===== src/rtl/wb_commit_unit_pkg.sv =====
// Shared definitions for the write-back commit unit: write-back source and
// load-size encodings, the packed trace record, and the load-alignment helper.
package wb_commit_unit_pkg;

  // Write-back data source; encoding 2'b11 aliases the ALU result.
  typedef enum logic [1:0] {
    WBSEL_ALU     = 2'b00,
    WBSEL_LOAD    = 2'b01,
    WBSEL_PC8     = 2'b10,
    WBSEL_ALU_ALT = 2'b11
  } wb_sel_e;

  // Load access size; encoding 2'b11 aliases a full word.
  typedef enum logic [1:0] {
    LSIZE_WORD     = 2'b00,
    LSIZE_HALF     = 2'b01,
    LSIZE_BYTE     = 2'b10,
    LSIZE_WORD_ALT = 2'b11
  } load_size_e;

  // One retired-instruction record, 73 bits wide.
  typedef struct packed {
    logic [31:0] pc;
    logic [3:0]  wr_en;
    logic [4:0]  wr_num;
    logic [31:0] wr_data;
  } commit_trace_t;

  // Selects the addressed byte/half lane of a memory word and extends it.
  // Half-word accesses use only offset[1]; offset[0] is ignored for them.
  function automatic logic [31:0] load_align(input logic [31:0] word,
                                             input logic [1:0]  offset,
                                             input logic [1:0]  size,
                                             input logic        sign_ext);
    logic [7:0]  lane_b;
    logic [15:0] lane_h;
    logic [31:0] result;
    case (offset)
      2'd0:    lane_b = word[7:0];
      2'd1:    lane_b = word[15:8];
      2'd2:    lane_b = word[23:16];
      default: lane_b = word[31:24];
    endcase
    lane_h = offset[1] ? word[31:16] : word[15:0];
    case (load_size_e'(size))
      LSIZE_HALF: result = {{16{sign_ext & lane_h[15]}}, lane_h};
      LSIZE_BYTE: result = {{24{sign_ext & lane_b[7]}}, lane_b};
      default:    result = word;
    endcase
    return result;
  endfunction

endpackage


===== src/rtl/wb_commit_unit_trace_fifo.sv =====
// commit_trace_fifo: synchronous FIFO of commit_trace_t records.
// Power-of-two depth, wrapping head/tail pointers, separate occupancy count.
// Head data reads as zero while empty; no push-to-pop bypass.
module commit_trace_fifo
  import wb_commit_unit_pkg::*;
#(
  parameter int DEPTH = 4
) (
  input  logic          clk,
  input  logic          rst,
  input  logic          push_i,
  input  logic          pop_i,
  input  commit_trace_t data_i,
  output commit_trace_t data_o,
  output logic          full_o,
  output logic          empty_o
);

  localparam int PW = $clog2(DEPTH);
  localparam int CW = PW + 1;

  commit_trace_t       mem_q [DEPTH];
  logic [PW-1:0]       head_q, head_d;
  logic [PW-1:0]       tail_q, tail_d;
  logic [CW-1:0]       count_q, count_d;
  logic                do_push, do_pop;

  assign full_o  = (count_q == CW'(DEPTH));
  assign empty_o = (count_q == '0);

  // A pop in the same cycle frees the slot a push into a full FIFO needs.
  assign do_pop  = pop_i & ~empty_o;
  assign do_push = push_i & (~full_o | do_pop);

  assign data_o = empty_o ? '0 : mem_q[head_q];

  // Next-state for pointers and occupancy; pointers wrap at power-of-two depth.
  always_comb begin
    head_d  = head_q;
    tail_d  = tail_q;
    count_d = count_q;
    if (do_push) tail_d = tail_q + PW'(1);
    if (do_pop)  head_d = head_q + PW'(1);
    case ({do_push, do_pop})
      2'b10:   count_d = count_q + CW'(1);
      2'b01:   count_d = count_q - CW'(1);
      default: count_d = count_q;
    endcase
  end

  // Pointer/count state; reset empties the queue without draining it.
  always_ff @(posedge clk) begin
    if (rst) begin
      head_q  <= '0;
      tail_q  <= '0;
      count_q <= '0;
    end else begin
      head_q  <= head_d;
      tail_q  <= tail_d;
      count_q <= count_d;
    end
  end

  // Storage write on accepted push.
  // NOTE: the storage array is deliberately not reset; emptiness is tracked by
  // count_q and data_o is masked while empty, so stale contents are invisible.
  always_ff @(posedge clk) begin
    if (do_push) mem_q[tail_d - PW'(1)] <= data_i;
  end

endmodule


===== src/rtl/wb_commit_unit.sv =====
// wb_commit_unit: final write-back stage. Forms register-file write data,
// drives the GPR write port, owns HI/LO, and (with COMMIT_TRACE_EN defined)
// records every retired instruction into a trace FIFO that back-pressures WB.
// Build option: `define COMMIT_TRACE_EN to build the trace FIFO and port.
module wb_commit_unit
  import wb_commit_unit_pkg::*;
#(
  parameter int TRACE_DEPTH = 4
) (
  input  logic        clk,
  input  logic        rst,
  input  logic        WB_Valid,
  input  logic        WB_Except,
  input  logic [31:0] WB_PC,
  input  logic [31:0] WB_ALUOut,
  input  logic [31:0] WB_DMOut,
  input  logic [31:0] WB_Hi,
  input  logic [31:0] WB_Lo,
  input  logic [1:0]  WB_WbSel,
  input  logic [4:0]  WB_Dst,
  input  logic        WB_RegWr,
  input  logic        WB_HiWr,
  input  logic        WB_LoWr,
  input  logic [1:0]  WB_LoadSize,
  input  logic        WB_LoadSign,
  output logic        RF_Wr,
  output logic [4:0]  RF_WrAddr,
  output logic [31:0] RF_WrData,
  output logic [31:0] Hi_Out,
  output logic [31:0] Lo_Out,
  output logic        WB_Stall,
  output logic        Trace_Valid,
  input  logic        Trace_Ready,
  output logic [31:0] Trace_PC,
  output logic [3:0]  Trace_WrEn,
  output logic [4:0]  Trace_WrNum,
  output logic [31:0] Trace_WrData
);

  logic        commit;
  logic [31:0] load_data;
  logic [31:0] hi_q, hi_d;
  logic [31:0] lo_q, lo_d;

  assign commit = WB_Valid & ~WB_Except & ~WB_Stall;

  // Write-back data select; PC+8 wraps naturally at 32 bits.
  always_comb begin
    load_data = load_align(WB_DMOut, WB_ALUOut[1:0], WB_LoadSize, WB_LoadSign);
    case (wb_sel_e'(WB_WbSel))
      WBSEL_LOAD: RF_WrData = load_data;
      WBSEL_PC8:  RF_WrData = WB_PC + 32'd8;
      default:    RF_WrData = WB_ALUOut;
    endcase
  end

  // r0 is hardwired to zero, so writes to it are dropped here.
  assign RF_Wr     = ~rst & commit & WB_RegWr & (WB_Dst != 5'd0);
  assign RF_WrAddr = WB_Dst;

  // HI/LO next state: independent write enables, both may fire together.
  always_comb begin
    hi_d = hi_q;
    lo_d = lo_q;
    if (commit & WB_HiWr) hi_d = WB_Hi;
    if (commit & WB_LoWr) lo_d = WB_Lo;
  end

  // HI/LO registers.
  // NOTE: sequential state uses non-blocking assignment only, so every flop
  // samples pre-edge values regardless of block ordering.
  always_ff @(posedge clk) begin
    if (rst) begin
      hi_q <= '0;
      lo_q <= '0;
    end else begin
      hi_q <= hi_d;
      lo_q <= lo_d;
    end
  end

  assign Hi_Out = hi_q;
  assign Lo_Out = lo_q;

`ifdef COMMIT_TRACE_EN
  commit_trace_t trace_in;
  commit_trace_t trace_head;
  logic          fifo_full;
  logic          fifo_empty;
  logic          trace_pop;

  assign trace_in = '{
    pc:      WB_PC,
    wr_en:   {4{RF_Wr}},
    wr_num:  WB_Dst,
    wr_data: RF_WrData
  };

  assign Trace_Valid  = ~fifo_empty;
  assign trace_pop    = Trace_Valid & Trace_Ready;
  assign Trace_PC     = trace_head.pc;
  assign Trace_WrEn   = trace_head.wr_en;
  assign Trace_WrNum  = trace_head.wr_num;
  assign Trace_WrData = trace_head.wr_data;

  // Only a full FIFO with no pop this cycle holds the pipeline.
  assign WB_Stall = ~rst & WB_Valid & ~WB_Except & fifo_full & ~trace_pop;

  commit_trace_fifo #(
    .DEPTH (TRACE_DEPTH)
  ) u_trace_fifo (
    .clk     (clk),
    .rst     (rst),
    .push_i  (commit),
    .pop_i   (trace_pop),
    .data_i  (trace_in),
    .data_o  (trace_head),
    .full_o  (fifo_full),
    .empty_o (fifo_empty)
  );
`else
  logic unused_trace;

  assign Trace_Valid  = 1'b0;
  assign Trace_PC     = '0;
  assign Trace_WrEn   = '0;
  assign Trace_WrNum  = '0;
  assign Trace_WrData = '0;
  assign WB_Stall     = 1'b0;
  assign unused_trace = ^{Trace_Ready, 32'(TRACE_DEPTH)};
`endif

endmodule

===== config.mk =====
export PLATFORM = sky130hd
export DESIGN_NAME = wb_commit_unit
export DESIGN_NICKNAME = d
export VERILOG_FILES = /design/src/rtl/wb_commit_unit_pkg.sv /design/src/rtl/wb_commit_unit_trace_fifo.sv /design/src/rtl/wb_commit_unit.sv
export SDC_FILE = /design/constraint.sdc
export NUM_CORES = 1
export LEC_CHECK = 0
export ABC_CLOCK_PERIOD_IN_PS = 4950
export CAP_MARGIN = 15
export CORE_MARGIN = 8
export CORE_UTILIZATION = 30
export DETAILED_ROUTE_END_ITERATION = 10
export PLACE_DENSITY_LB_ADDON = 0.2
export SYNTH_ARGS = -nofsm -noshare
export SYNTH_HDL_FRONTEND = slang
export SYNTH_SLANG_ARGS = --single-unit

===== constraint.sdc =====
create_clock -name clk -period 4.95 [get_ports clk]
set_input_delay 0.7425 -clock clk [delete_from_list [all_inputs] [get_ports clk]]
set_output_delay 0.7425 -clock clk [all_outputs]
set_load 0.005 [all_outputs]

==> flow_summary.toml <==
[synth]
synth_top_family_by_area = "simple AND/OR/NAND/NOR gates"
yosys-top-cells-count = "nand2_1, a21oi_1, buf_4, dfxtp_1, clkbuf_1"
synth_fa_ha_area_frac = 0.0136
synth.most_common_cell = "nand2_1"
synth-edff-count = 0
yosys.cell_types.count = 45
synth.ff_latch_count = 64
yosysTopAreaCellShare = 0.279
seq_area_frac_synth = 0.279
synth_compound_area_frac = 0.212
synth.area.mux_share = 0.0313
synth-xor-area-share = 0.0496
synth-simple-area-share = 0.240
postSynthCellCount = 651
synthTopCellsByArea = "dfxtp_1, nand2_1, buf_4, a21oi_1, xor2_1"
async_flop_share = 0
syn_area_sq_mm = 0.00459
yosysWarnings = 0
synth_top_cell_by_area = "dfxtp_1"
synth_area_per_cell_sq_um = 7.05
synthFlopType = "dfxtp_1"

[setup_path]
r2r-start = "Hi_Out[13]"
worstSetupPathType = "input pin to output port"
rr_worst_depth = 2
cp_common_cell = "clkdlybuf4s50_1"
crit_fanout = 8
critPathMaxStageDelay_ns = 0.57
crit_buf_inv = 3
ff2ff_setup_slack_ns = 4.29
arrival_ns = 3.51
critPathRequiredTime_ns = 4.21
crit_start = "WB_PC[3]"
cp_top_family = "simple AND/OR/NAND/NOR gates"
end_kind = "output port"
path_cells = "clkdlybuf4s50_1, ha_1, inv_1, nor4_4, nand3_2, or4_1, nand3_1, clkdlybuf4s50_1"
r2r-end = "Hi_Out[13]"
cp-start-kind = "input pin"
crit_slowest_cell = "nor4_4"

[hold_path]
min_from = "Lo_Out[28]"
min_to = "Lo_Out[28]"
worstHoldPathCells = 2
hold_path_class = "register to register"

[sta]
drv_slew = 0
post-route-period-util = 0.859
rsz0062_at_grt = "false"
fin_skew_ns = 0
worst_slack_ns = 0.700
maxSlewHeadroom = 0.260
fin_tns_setup_ns = 0
worstMarginPinSlew_ns = 1.11
finalHoldWorstSlack_ns = 0.449
period_minus_slack_ns = 4.25
timing.fmax_mhz = 235
final-setup-viol-count = 0
finalHoldViolCount = 0

[finish]
drive_gt1_frac = 0.0407
seq_area_sq_mm = 0.00128
n_fill_cell = 1539
final_nets = 1088
multi_input_area_sq_mm = 0.00279
syn2layout_area_growth_pct = 64.7
instances_no_fill = 1102

[power]
max-vdd-ir-drop_mv = 0.188
powerDensity_mw_per_mm2 = 223
total_power_mw = 1.69
power_leakage_nw = 2.80

[placement]
dp.cells = 1080
post-place-ws_ns = 0.720
portBuffers = 278
dpl.hpwl_um = 16400
routabilityCongestion = 0.956

[die]
num_io_pins = 355
initial_core_util = 0.304
rows = 45
die-area_sq_mm = 0.0195
core_region_area_sq_mm = 0.0151
die_h_um = 140
die_x_um = 140

[clock_tree]
cts_inserted_buffers = 9
cts_setup_buffers = 0
clkSinkCount = 64
clock_path_buffers = 2
cts_tree = "done"
ctsResizeCount = 0
h-tree-depth = 3
clk_pin_slew_ns = 0.05
cts_root_buffer = "clkbuf_16"
hold_buffers = 0
insertion_delay_ns = 0.33

[drt]
vias = 5254
drt-pass1-iter-count = 5
drtIter0Drc = 319
wirelength_um = 20100
drc = 0
via_per_inst = 4.77
wl_per_cell_um = 18.3
ant_nets = 0

[global_route]
antenna_found_initial = 4
grt_max_degree = 66
grt_pass1_wl_um = 30000
grt_overflow = 0
track_usage = 0.196
first_global_vias = 5103

[job]
drv_cap = 0

[run_status]
outcome = "finished, final reports clean"
worst min-delay path: cells and delay by family, from the launching register on:
kind	cells	cell delay (ns)
AOI/OAI and AO/OA	1	0.05
DFF	1	0.30
and+or+nand+nor	1	0.05
metal layers:
layer  wire length (um)  share of wire  vias up  GRT usage
met5                  0              0        -          0
met4                441          0.022        0     0.0789
met3               1890          0.094       23     0.0749
met2               9920           0.49      249      0.332
met1               7900           0.39     2390      0.216
li1                   -              -     2592          -
final cells by class:
class / instances / share of cell area
Tap cell: 188 / 0.0311
Timing Repair Buffer: 290 / 0.383
Sequential cell: 64 / 0.169
Clock buffer: 11 / 0.0334
Antenna cell: 4 / 0.00132
Inverter: 11 / 0.00546
Clock inverter: 5 / 0.00728
Multi-Input combinational cell: 529 / 0.369
how the worst max path moves through the flow:
stage / end / slack (ns) / cells past startpoint
floorplan: RF_WrData[8] / 1.92 / 6
global placement: RF_WrData[31] / 0.75 / 8
detailed placement: RF_WrData[31] / 0.72 / 8
CTS: RF_WrData[31] / 0.71 / 8
global route: RF_WrData[31] / 0.55 / 8
finish: RF_WrData[31] / 0.70 / 8
stage by stage:
| step | utilization | cell area [sq um] |
|---|---|---|
| final | 0.501 | 7560 |
| after global routing | 0.501 | 7560 |
| after CTS | 0.498 | 7510 |
| after detailed placement | 0.477 | 7200 |
| after global placement | 0.477 | 7200 |
| after floorplan | - | 4870 |
cell usage in the layout (no fill, tap or decap), types with 3 or more instances in the layout:
cell             Yosys  final
clkdlybuf4s50_1      0    277
nand2_1            166    166
a21oi_1             92     92
conb_1               1     75
dfxtp_1             64     64
xor2_1              22     22
o21ai_0             19     19
nand3_1             18     18
nor2_1              18     18
o221ai_1            16     16
o22ai_1             15     15
inv_1               11     11
mux2i_1             11     11
buf_4               80     10
clkbuf_16            0      9
nor2b_1              8      8
nand2b_1             8      8
o211ai_1             7      7
nand4_1              7      7
a22oi_1              6      6
ha_1                 5      5
diode_2              0      4
a32oi_1              4      4
xnor2_1              4      4
and3_1               3      3
logic make-up (layout without fill, tap and decap cells):
family / Yosys count / after routing
buffers and inverters: 132 / 317
multiplexers: 13 / 13
AND/OR/NAND/NOR: 245 / 245
XOR/XNOR: 26 / 26
adder cells (fa/ha/maj): 5 / 5
other: 1 / 79
AO/OA/AOI/OAI: 165 / 165
flip-flops: 64 / 64
registers in the layout, summed over array words and instances (netlist names):
register,count
Lo_Out,32
Hi_Out,32
where the power goes:
group          total, mW  internal [mW]  switching, mW
logic              0.500          0.280          0.220
registers          0.541          0.533        0.00809
clock network      0.646          0.415          0.231
(Power assumes the default switching activity.)
